`src/rtl/alu_pkg.sv`:
```
// alu_pkg: definitions shared by the ALU result stage and its neighbours.
//   - Opcode tags carried alongside each ALU result.
//   - Bit positions inside the 4-bit flag vector {N, Z, C, V}.
//   - Occupancy-state encoding for the 2-entry result stage.
package alu_pkg;

    // Opcode tags (4-bit encoding of the ALU datapath operations)
    localparam logic [3:0] OP_AND = 4'h0;
    localparam logic [3:0] OP_OR  = 4'h1;
    localparam logic [3:0] OP_XOR = 4'h2;
    localparam logic [3:0] OP_ADD = 4'h3;
    localparam logic [3:0] OP_SUB = 4'h4;
    localparam logic [3:0] OP_NOP = 4'hF;

    // Flag vector layout
    localparam int unsigned FLAGW = 4;
    localparam int unsigned FLG_N = 3;
    localparam int unsigned FLG_Z = 2;
    localparam int unsigned FLG_C = 1;
    localparam int unsigned FLG_V = 0;

    // Stage occupancy: how many results are currently held
    typedef enum logic [1:0] {
        ST_EMPTY = 2'b00,
        ST_ONE   = 2'b01,
        ST_FULL  = 2'b10
    } alu_state_e;

endpackage

```
`src/rtl/alu_flag_gen.sv`:
```
// alu_flag_gen: combinational zero/negative derivation from a result word.
// Ports:
//   data_i  - result word (WIDTH bits, WIDTH >= 2)
//   zero_o  - 1 when data_i is all zeros
//   neg_o   - sign bit of data_i
module alu_flag_gen #(
    parameter int unsigned WIDTH = 16
) (
    input  logic [WIDTH-1:0] data_i,
    output logic             zero_o,
    output logic             neg_o
);

    assign zero_o = (data_i == '0);
    assign neg_o  = data_i[WIDTH-1];

endmodule

```
`src/rtl/alu_result_stage.sv`:
```
// alu_result_stage: registered output stage behind the 16-bit ALU datapath.
// Captures result, opcode tag, carry and overflow; derives zero/negative at
// capture; presents {N, Z, C, V} flags with the data over valid/ready.
// A main register plus one skid register absorb a one-cycle consumer stall
// while in_ready stays a pure function of registered state.
// Ports:
//   clk, rst_n                  - clock, asynchronous active-low reset
//   in_valid/in_ready           - upstream handshake (in_ready registered)
//   in_data, in_op              - ALU result and its opcode tag
//   in_carry, in_ovf            - adder carry-out / signed overflow
//   out_valid/out_ready         - downstream handshake
//   out_data, out_op, out_flags - registered result, tag, {N, Z, C, V}
//   sticky_clr, sticky_ovf      - sticky overflow clear / status
// Build option: define ALU_STICKY_OVF_EN to implement the sticky overflow
// register; otherwise sticky_ovf is tied low and sticky_clr is ignored.
module alu_result_stage
    import alu_pkg::*;
#(
    parameter int unsigned WIDTH = 16,  // must be >= 2
    parameter int unsigned OPW   = 4
) (
    input  logic             clk,
    input  logic             rst_n,
    input  logic             in_valid,
    output logic             in_ready,
    input  logic [WIDTH-1:0] in_data,
    input  logic [OPW-1:0]   in_op,
    input  logic             in_carry,
    input  logic             in_ovf,
    output logic             out_valid,
    input  logic             out_ready,
    output logic [WIDTH-1:0] out_data,
    output logic [OPW-1:0]   out_op,
    output logic [FLAGW-1:0] out_flags,
    input  logic             sticky_clr,
    output logic             sticky_ovf
);

    alu_state_e state_q, state_d;

    logic [WIDTH-1:0] main_data_q, main_data_d;
    logic [OPW-1:0]   main_op_q, main_op_d;
    logic [FLAGW-1:0] main_flags_q, main_flags_d;

    logic [WIDTH-1:0] skid_data_q, skid_data_d;
    logic [OPW-1:0]   skid_op_q, skid_op_d;
    logic [FLAGW-1:0] skid_flags_q, skid_flags_d;

    logic             in_zero, in_neg;
    logic [FLAGW-1:0] cap_flags;
    logic             in_xfer, out_xfer;

    alu_flag_gen #(
        .WIDTH (WIDTH)
    ) u_flag_gen (
        .data_i (in_data),
        .zero_o (in_zero),
        .neg_o  (in_neg)
    );

    always_comb begin
        cap_flags        = '0;
        cap_flags[FLG_N] = in_neg;
        cap_flags[FLG_Z] = in_zero;
        cap_flags[FLG_C] = in_carry;
        cap_flags[FLG_V] = in_ovf;
    end

    // Handshake outputs decode the state register only: no path from out_ready.
    assign in_ready  = (state_q != ST_FULL);
    assign out_valid = (state_q != ST_EMPTY);

    assign in_xfer  = in_valid & in_ready;
    assign out_xfer = out_valid & out_ready;

    always_comb begin
        state_d      = state_q;
        main_data_d  = main_data_q;
        main_op_d    = main_op_q;
        main_flags_d = main_flags_q;
        skid_data_d  = skid_data_q;
        skid_op_d    = skid_op_q;
        skid_flags_d = skid_flags_q;

        unique case (state_q)
            ST_EMPTY: begin
                if (in_xfer) begin
                    main_data_d  = in_data;
                    main_op_d    = in_op;
                    main_flags_d = cap_flags;
                    state_d      = ST_ONE;
                end
            end
            ST_ONE: begin
                if (in_xfer && out_xfer) begin
                    // Consumer takes the current beat; replace it in place.
                    main_data_d  = in_data;
                    main_op_d    = in_op;
                    main_flags_d = cap_flags;
                end else if (in_xfer) begin
                    skid_data_d  = in_data;
                    skid_op_d    = in_op;
                    skid_flags_d = cap_flags;
                    state_d      = ST_FULL;
                end else if (out_xfer) begin
                    state_d = ST_EMPTY;
                end
            end
            ST_FULL: begin
                if (out_xfer) begin
                    main_data_d  = skid_data_q;
                    main_op_d    = skid_op_q;
                    main_flags_d = skid_flags_q;
                    state_d      = ST_ONE;
                end
            end
            default: state_d = ST_EMPTY;
        endcase
    end

    always_ff @(posedge clk or negedge rst_n) begin
        if (!rst_n) begin
            state_q      <= ST_EMPTY;
            main_data_q  <= '0;
            main_op_q    <= '0;
            main_flags_q <= '0;
            skid_data_q  <= '0;
            skid_op_q    <= '0;
            skid_flags_q <= '0;
        end else begin
            state_q      <= state_d;
            main_data_q  <= main_data_d;
            main_op_q    <= main_op_d;
            main_flags_q <= main_flags_d;
            skid_data_q  <= skid_data_d;
            skid_op_q    <= skid_op_d;
            skid_flags_q <= skid_flags_d;
        end
    end

    assign out_data  = main_data_q;
    assign out_op    = main_op_q;
    assign out_flags = main_flags_q;

`ifdef ALU_STICKY_OVF_EN
    logic sticky_q, sticky_d;

    // Set has priority over clear so a coinciding overflow is never lost.
    always_comb begin
        sticky_d = sticky_q;
        if (out_xfer && main_flags_q[FLG_V]) begin
            sticky_d = 1'b1;
        end else if (sticky_clr) begin
            sticky_d = 1'b0;
        end
    end

    always_ff @(posedge clk or negedge rst_n) begin
        if (!rst_n) begin
            sticky_q <= 1'b0;
        end else begin
            sticky_q <= sticky_d;
        end
    end

    assign sticky_ovf = sticky_q;
`else
    logic unused_sticky_clr;
    assign unused_sticky_clr = sticky_clr;
    assign sticky_ovf        = 1'b0;
`endif

endmodule

```
`config.mk`:
```
export PLATFORM = sky130hd
export DESIGN_NAME = alu_result_stage
export DESIGN_NICKNAME = d
export VERILOG_FILES = /design/src/rtl/alu_pkg.sv /design/src/rtl/alu_flag_gen.sv /design/src/rtl/alu_result_stage.sv
export SDC_FILE = /design/constraint.sdc
export NUM_CORES = 1
export LEC_CHECK = 0
export BUFFER_PORTS_ARGS = -buffer_cell sky130_fd_sc_hd__buf_2
export CAP_MARGIN = 30
export CELL_PAD_IN_SITES_DETAIL_PLACEMENT = 1
export CELL_PAD_IN_SITES_GLOBAL_PLACEMENT = 1
export CORE_ASPECT_RATIO = 1.25
export CORE_MARGIN = 2
export CORE_UTILIZATION = 48
export CTS_BUF_LIST = sky130_fd_sc_hd__clkbuf_8
export DETAILED_ROUTE_END_ITERATION = 16
export PLACE_DENSITY_LB_ADDON = 0.1
export SLEW_MARGIN = 15
export SYNTH_ARGS = -nofsm -noshare
export SYNTH_HDL_FRONTEND = slang
export SYNTH_SLANG_ARGS = --single-unit
```
`constraint.sdc`:
```
create_clock -name clk -period 3.5 [get_ports clk]
set_input_delay 0.175 -clock clk [delete_from_list [all_inputs] [get_ports clk]]
set_output_delay 0.175 -clock clk [all_outputs]
set_load 0.01 [all_outputs]
```
==> flow_summary.json, run 1 <==
{
  "rr_endpoint": "out_data[10]$_DFFE_PN0P_",
  "cts-hold-fix-buffers": 1,
  "synth_top_area_share_pct": 53.5,
  "grt_max_degree": 32,
  "leakagePower_nw": 1.19,
  "track_usage_pct": 18.8,
  "cpPeakStageDelay_ns": 0.80,
  "grt_overflow": 0,
  "num_vias": 1373,
  "multiInputGateArea_um2": 965,
  "path_cells": "nor2b_4 -> mux2_2 -> mux2_1",
  "placement.setup.worst_slack_ns": 1.40,
  "hold-path-cell-count": 2,
  "clockBufferDepth": 2,
  "p_clk_share_pct": 17.6,
  "layout_setup_ws_ns": 1.43,
  "dp_hpwl_mm": 3.20,
  "routedWlPerCell_um": 17.0,
  "outcome": "finished, final reports clean",
  "synthTopCellsByArea": "dfrtp_1 (53%), mux2_2 (24%), mux2_4 (11%)",
  "ys_seq_area_share_pct": 53.5,
  "synth_cell_types": 23,
  "cts_buffers": 5,
  "internal_power_mw": 1.22,
  "fin_crit_sh_pct": 59.1,
  "cts_max_level": 2,
  "layout.nets": 229,
  "vdd_ir_drop_max_mv": 0.385,
  "hold_path_end": "skid_op_q[1]$_DFFE_PN0P_",
  "clock_latency_ns": 0.30,
  "fin_tns_setup_ns": 0,
  "power_density_nw_per_um2": 660,
  "min-delay-start": "in_op[1]",
  "synth-seq-cells": 48,
  "initial_core_util_pct": 50.4,
  "crit_type": "reg2reg",
  "rr_worst_depth": 3,
  "timing.rr.start": "state_q[1]$_DFFE_PN0P_",
  "vias_per_cell": 5.28,
  "diodes": 0,
  "slew_violations": 0,
  "rsz0062_at_grt": "false",
  "finalHoldViolations": 0,
  "cp.arrival_ns": 2.25,
  "gp_congestion": 0.709,
  "power_frac_seq_pct": 50.8,
  "critPathMaxFanout": 24,
  "worst_pin_slew_ns": 0.926,
  "setup_viol_count_final": 0,
  "combPwrFrac_pct": 31.7,
  "slew-limit-headroom_pct": 38.1,
  "cts_sinks": 48,
  "drive_gt1_share_pct": 63.4,
  "die_width_um": 65.2,
  "switching_share_pct": 29.9,
  "fin_worst_skew_ns": 0.00254,
  "final-seq-area_um2": 1200,
  "cts.clk_slew.worst_paths_ns": 0.08,
  "antenna_found_initial": 0,
  "reg2reg_slack_ns": 1.43,
  "critPathRequiredTime_ns": 3.68,
  "die_h_um": 80.5,
  "synth-async-reset-ratio_pct": 100,
  "cts_setup_buffers": 0,
  "max_freq_mhz": 484,
  "critPathSlowestCell": "nor2b_4",
  "grt_first_pass_wirelength_mm": 7.31,
  "ys_warn_count": 0,
  "synth-edff-count": 0,
  "dieArea_um2": 5250,
  "yosysTopAreaCell": "dfrtp_1",
  "first_iter_violations": 17,
  "drt_wl_total_mm": 4.41,
  "io_buffers": 51,
  "syn_to_final_growth_pct": 17.0,
  "num_rows": 27,
  "syn-instance-count": 149,
  "grt_pass1_vias": 1496,
  "tritoncts": "built",
  "cp-end-kind": "register",
  "startpoint_type": "register",
  "coreArea_um2": 4460,
  "cts_resized": 0,
  "hp-class": "in2reg",
  "boundaryPins": 54,
  "cap_violations": 0,
  "timing.final.crit_period_ns": 2.07,
  "avgSynthCellArea_um2": 15.1,
  "synth-main-ff-cell": "dfrtp_1",
  "ant_nets": 0,
  "netlist_area_um2": 2250,
  "drc": 0,
  "switchingPower_mw": 0.518,
  "fill_cells": 465,
  "cts-root-buf": "clkbuf_8",
  "firstDrtPassIters": 4,
  "synth_nets": 176
}
==> through the flow <==
stage	util, %	total power, mW	cells	hold WS (ns)	instance area, um2
global placement	56.5	1.40	251	0.404	2520
finish	58.9	1.73	260	0.121	2630
floorplan	-	1.24	149	-0.121	2250
detailed placement	57.0	1.45	252	0.134	2540
global route	58.9	1.85	260	0.109	2630
CTS	58.9	1.76	260	0.112	2630
==> placed cells by master (no fill, tap or decap) <==
master         netlist  routed
buf_2                1      51
dfrtp_1             48      48
mux2_2              47      47
mux2_4              17      17
clkbuf_8             0       5
inv_1                3       4
nor4_1               4       4
nand2b_1             2       2
mux2i_1              2       2
nor2b_1              3       2
mux2_1               2       2
o22ai_1              2       2
buf_4                5       2
or2_2                1       1
nor2_2               1       1
nand4_1              1       1
nor2b_4              0       1
nand3b_1             1       1
o21ai_2              1       1
a21oi_1              1       1
nand2_1              1       1
nand3_1              1       1
o221ai_1             1       1
conb_1               1       1
clkinv_2             0       1
dlygate4sd3_1        0       1
buf_12               0       1
==> worst max-delay path, delay by kind of cell (launching register included) <==
| kind | cells | cell delay [ns] |
|---|---|---|
| simple gates | 1 | 0.80 |
| mux | 2 | 0.70 |
| flops | 1 | 0.44 |
==> area by class of cell <==
cell class                 count  share of cell area (%)
clock buffer                   5                    2.62
sequential                    48                    45.7
timing repair buffer          55                    11.4
tap                           58                    2.76
inverter                       3                   0.429
multi-input combinational     89                    36.7
clock inverter                 2                   0.333
==> how the worst max path moves through the flow <==
stage | from | endpoint | cells past startpoint
floorplan | state_q[1]$_DFFE_PN0P_ | out_data[3]$_DFFE_PN0P_ | 5
global placement | state_q[1]$_DFFE_PN0P_ | out_data[10]$_DFFE_PN0P_ | 3
detailed placement | state_q[1]$_DFFE_PN0P_ | out_data[10]$_DFFE_PN0P_ | 3
CTS | state_q[1]$_DFFE_PN0P_ | in_ready | 3
global route | state_q[1]$_DFFE_PN0P_ | in_ready | 3
finish | state_q[1]$_DFFE_PN0P_ | out_data[10]$_DFFE_PN0P_ | 3
==> synthesized netlist by cell type, types with 2 or more instances <==
master and count:
inv_1 3, nor2b_1 3, nor4_1 4, buf_6 3, nand2b_1 2, mux2_4 17
buf_4 5, mux2i_1 2, dfrtp_1 48, o22ai_1 2, mux2_1 2, mux2_2 47
==> per-layer routing <==
metal / wire [um] / global-route usage, % / up-vias
met5: 0 / 0 / -
met4: 63 / 6.25 / 0
met3: 206 / 4.62 / 6
met2: 2330 / 33.3 / 36
met1: 1810 / 22.0 / 698
li1: - / - / 633
==> power groups by stage <==
stage	logic [mW]	clock network, mW	registers, mW
3_3_place_gp	0.530	0	0.870
4_1_cts	0.562	0.317	0.884
3_5_place_dp	0.559	0	0.893
6_report	0.549	0.304	0.881
2_1_floorplan	0.332	0	0.910
5_1_grt	0.595	0.343	0.911
==> kinds of logic (layout without fill, tap and decap cells) <==
group                  count (synthesis)  in the layout  share of synthesized area [%]
muxes                                 68             68                           36.8
buffers and inverters                 12             65                           3.90
AOI/OAI and AO/OA                      5              5                           1.56
and+or+nand+nor                       15             15                           4.07
DFF                                   48             48                           53.5
other                                  1              1                          0.167
==> state kept, by name, indices dropped and copies added (netlist names) <==
signal and cells:
skid_data_q 15, out_op 4, out_data 16, skid_op_q 4, state_q 2, skid_flags_q 4, out_flags 3
Power figures use the tool's default switching activity.
==> run 2, diff against run 1 <==
--- a/config.mk
+++ b/config.mk
@@ -11,7 +11,7 @@
 export CELL_PAD_IN_SITES_GLOBAL_PLACEMENT = 1
 export CORE_ASPECT_RATIO = 1.25
 export CORE_MARGIN = 2
-export CORE_UTILIZATION = 48
+export CORE_UTILIZATION = 45
 export CTS_BUF_LIST = sky130_fd_sc_hd__clkbuf_8
 export DETAILED_ROUTE_END_ITERATION = 16
 export PLACE_DENSITY_LB_ADDON = 0.1
==> constraint.sdc (replaced) <==
create_clock -name clk -period 2.02 [get_ports clk]
set_input_delay 0.101 -clock clk [delete_from_list [all_inputs] [get_ports clk]]
set_output_delay 0.101 -clock clk [all_outputs]
set_load 0.01 [all_outputs]
==> flow_summary.json, run 2 (synthesis gave the netlist of run 1 again) <==
{
  "ant_nets": 0,
  "antenna_found_initial": 0,
  "placement.setup.worst_slack_ns": 0.332,
  "grt_max_degree": 28,
  "syn_to_final_growth_pct": 18.2,
  "rsz0062_at_grt": "false",
  "cp.arrival_ns": 1.87,
  "die_width_um": 67.2,
  "clockBufferDepth": 2,
  "initial_core_util_pct": 47.1,
  "vdd_ir_drop_max_mv": 0.510,
  "routedWlPerCell_um": 16.8,
  "boundaryPins": 54,
  "layout.nets": 231,
  "cp-end-kind": "register",
  "crit_type": "reg2reg",
  "fill_cells": 499,
  "cts-root-buf": "clkbuf_8",
  "placed_area_um2": 2560,
  "largest_reg_flops": 16,
  "critPathMaxFanout": 13,
  "grt_pass1_vias": 1504,
  "final-seq-area_um2": 1200,
  "layout_setup_ws_ns": 0.330,
  "post-route-util_pct": 55.7,
  "drc": 0,
  "layout_common_cells": "buf_2 (51), dfrtp_1 (48), mux2_2 (47)",
  "io_buffers": 51,
  "num_rows": 28,
  "critPathRequiredTime_ns": 2.20,
  "track_usage_pct": 17.5,
  "cts_setup_buffers": 0,
  "clock_latency_ns": 0.30,
  "final_common_cell": "buf_2",
  "fin_area_um2": 2660,
  "firstDrtPassIters": 3,
  "cap_violations": 0,
  "vias_per_cell": 5.28,
  "diodes": 0,
  "cts-hold-fix-buffers": 1,
  "cts_max_level": 2,
  "startpoint_type": "register",
  "grt_overflow": 0,
  "fin_crit_sh_pct": 83.7,
  "dieArea_um2": 5580,
  "cts_sinks": 48,
  "multiInputGateArea_um2": 965,
  "tritoncts": "built",
  "dp_hpwl_mm": 3.29,
  "coreArea_um2": 4760,
  "leakagePower_nw": 1.21,
  "die_h_um": 83.0,
  "gp_congestion": 0.770,
  "first_iter_violations": 49,
  "fin_worst_skew_ns": 0.0121,
  "max_freq_mhz": 592,
  "drive_gt1_share_pct": 64.4,
  "outcome": "finished, final reports clean",
  "hp-class": "in2reg",
  "fin_tns_setup_ns": 0,
  "timing.final.crit_period_ns": 1.69,
  "num_vias": 1400,
  "grt_first_pass_wirelength_mm": 7.38,
  "power_density_nw_per_um2": 1150,
  "setup_viol_count_final": 0,
  "power.total_mw": 3.04,
  "cts_resized": 0,
  "cts.clk_slew.worst_paths_ns": 0.09,
  "finalHoldViolations": 0,
  "slew_violations": 0,
  "cts_buffers": 5,
  "drt_wl_total_mm": 4.44
}
[run 2: power by group]
group | switching (mW) | internal (mW) | total (mW) | leakage [nW]
Clock | 0.320 | 0.242 | 0.562 | 0.0479
Sequential | 0.191 | 1.33 | 1.52 | 0.571
Combinational | 0.401 | 0.560 | 0.962 | 0.589
Total | 0.913 | 2.13 | 3.04 | 1.21
[run 2: worst paths after layout]
path / startpoint / endpoint / slack, ns / cells after the start
max in group asynchronous: rst_n / skid_data_q[14]$_DFFE_PN0P_ / 0.99 / 3
setup reg to reg: state_q[1]$_DFFE_PN0P_ / out_data[10]$_DFFE_PN0P_ / 0.33 / 4
min in group asynchronous: rst_n / out_data[4]$_DFFE_PN0P_ / 0.30 / 2
hold / removal: in_op[1] / skid_op_q[1]$_DFFE_PN0P_ / 0.04 / 2
hold reg to reg: out_op[2]$_DFFE_PN0P_ / out_op[2]$_DFFE_PN0P_ / 0.51 / 1
setup / recovery: state_q[1]$_DFFE_PN0P_ / out_data[10]$_DFFE_PN0P_ / 0.33 / 4
[run 2: critical path, cell delays in order, from the launching register on]
cell     delay [ns]
dfrtp_1        0.45
nor2b_4        0.21
buf_4          0.26
mux2_2         0.36
mux2_1         0.30
[run 2: cell type report]
type | count | share of cell area (%)
timing repair buffer | 57 | 11.9
sequential | 48 | 45.2
clock buffer | 5 | 2.59
inverter | 3 | 0.424
clock inverter | 3 | 0.707
multi-input combinational | 89 | 36.3
tap | 60 | 2.83
[run 2: per-layer routing]
layer	global-route usage (%)	wire length, um
met5	0	0
met4	5.57	68
met3	3.79	174
met2	30.3	2380
met1	20.9	1820
[run 2: metrics by stage]
stage               instances  hold slack, ns
floorplan                 149          -0.195
global placement          256          0.0748
detailed placement        256          0.0876
CTS                       265          0.0357
global route              265          0.0292
finish                    265          0.0413
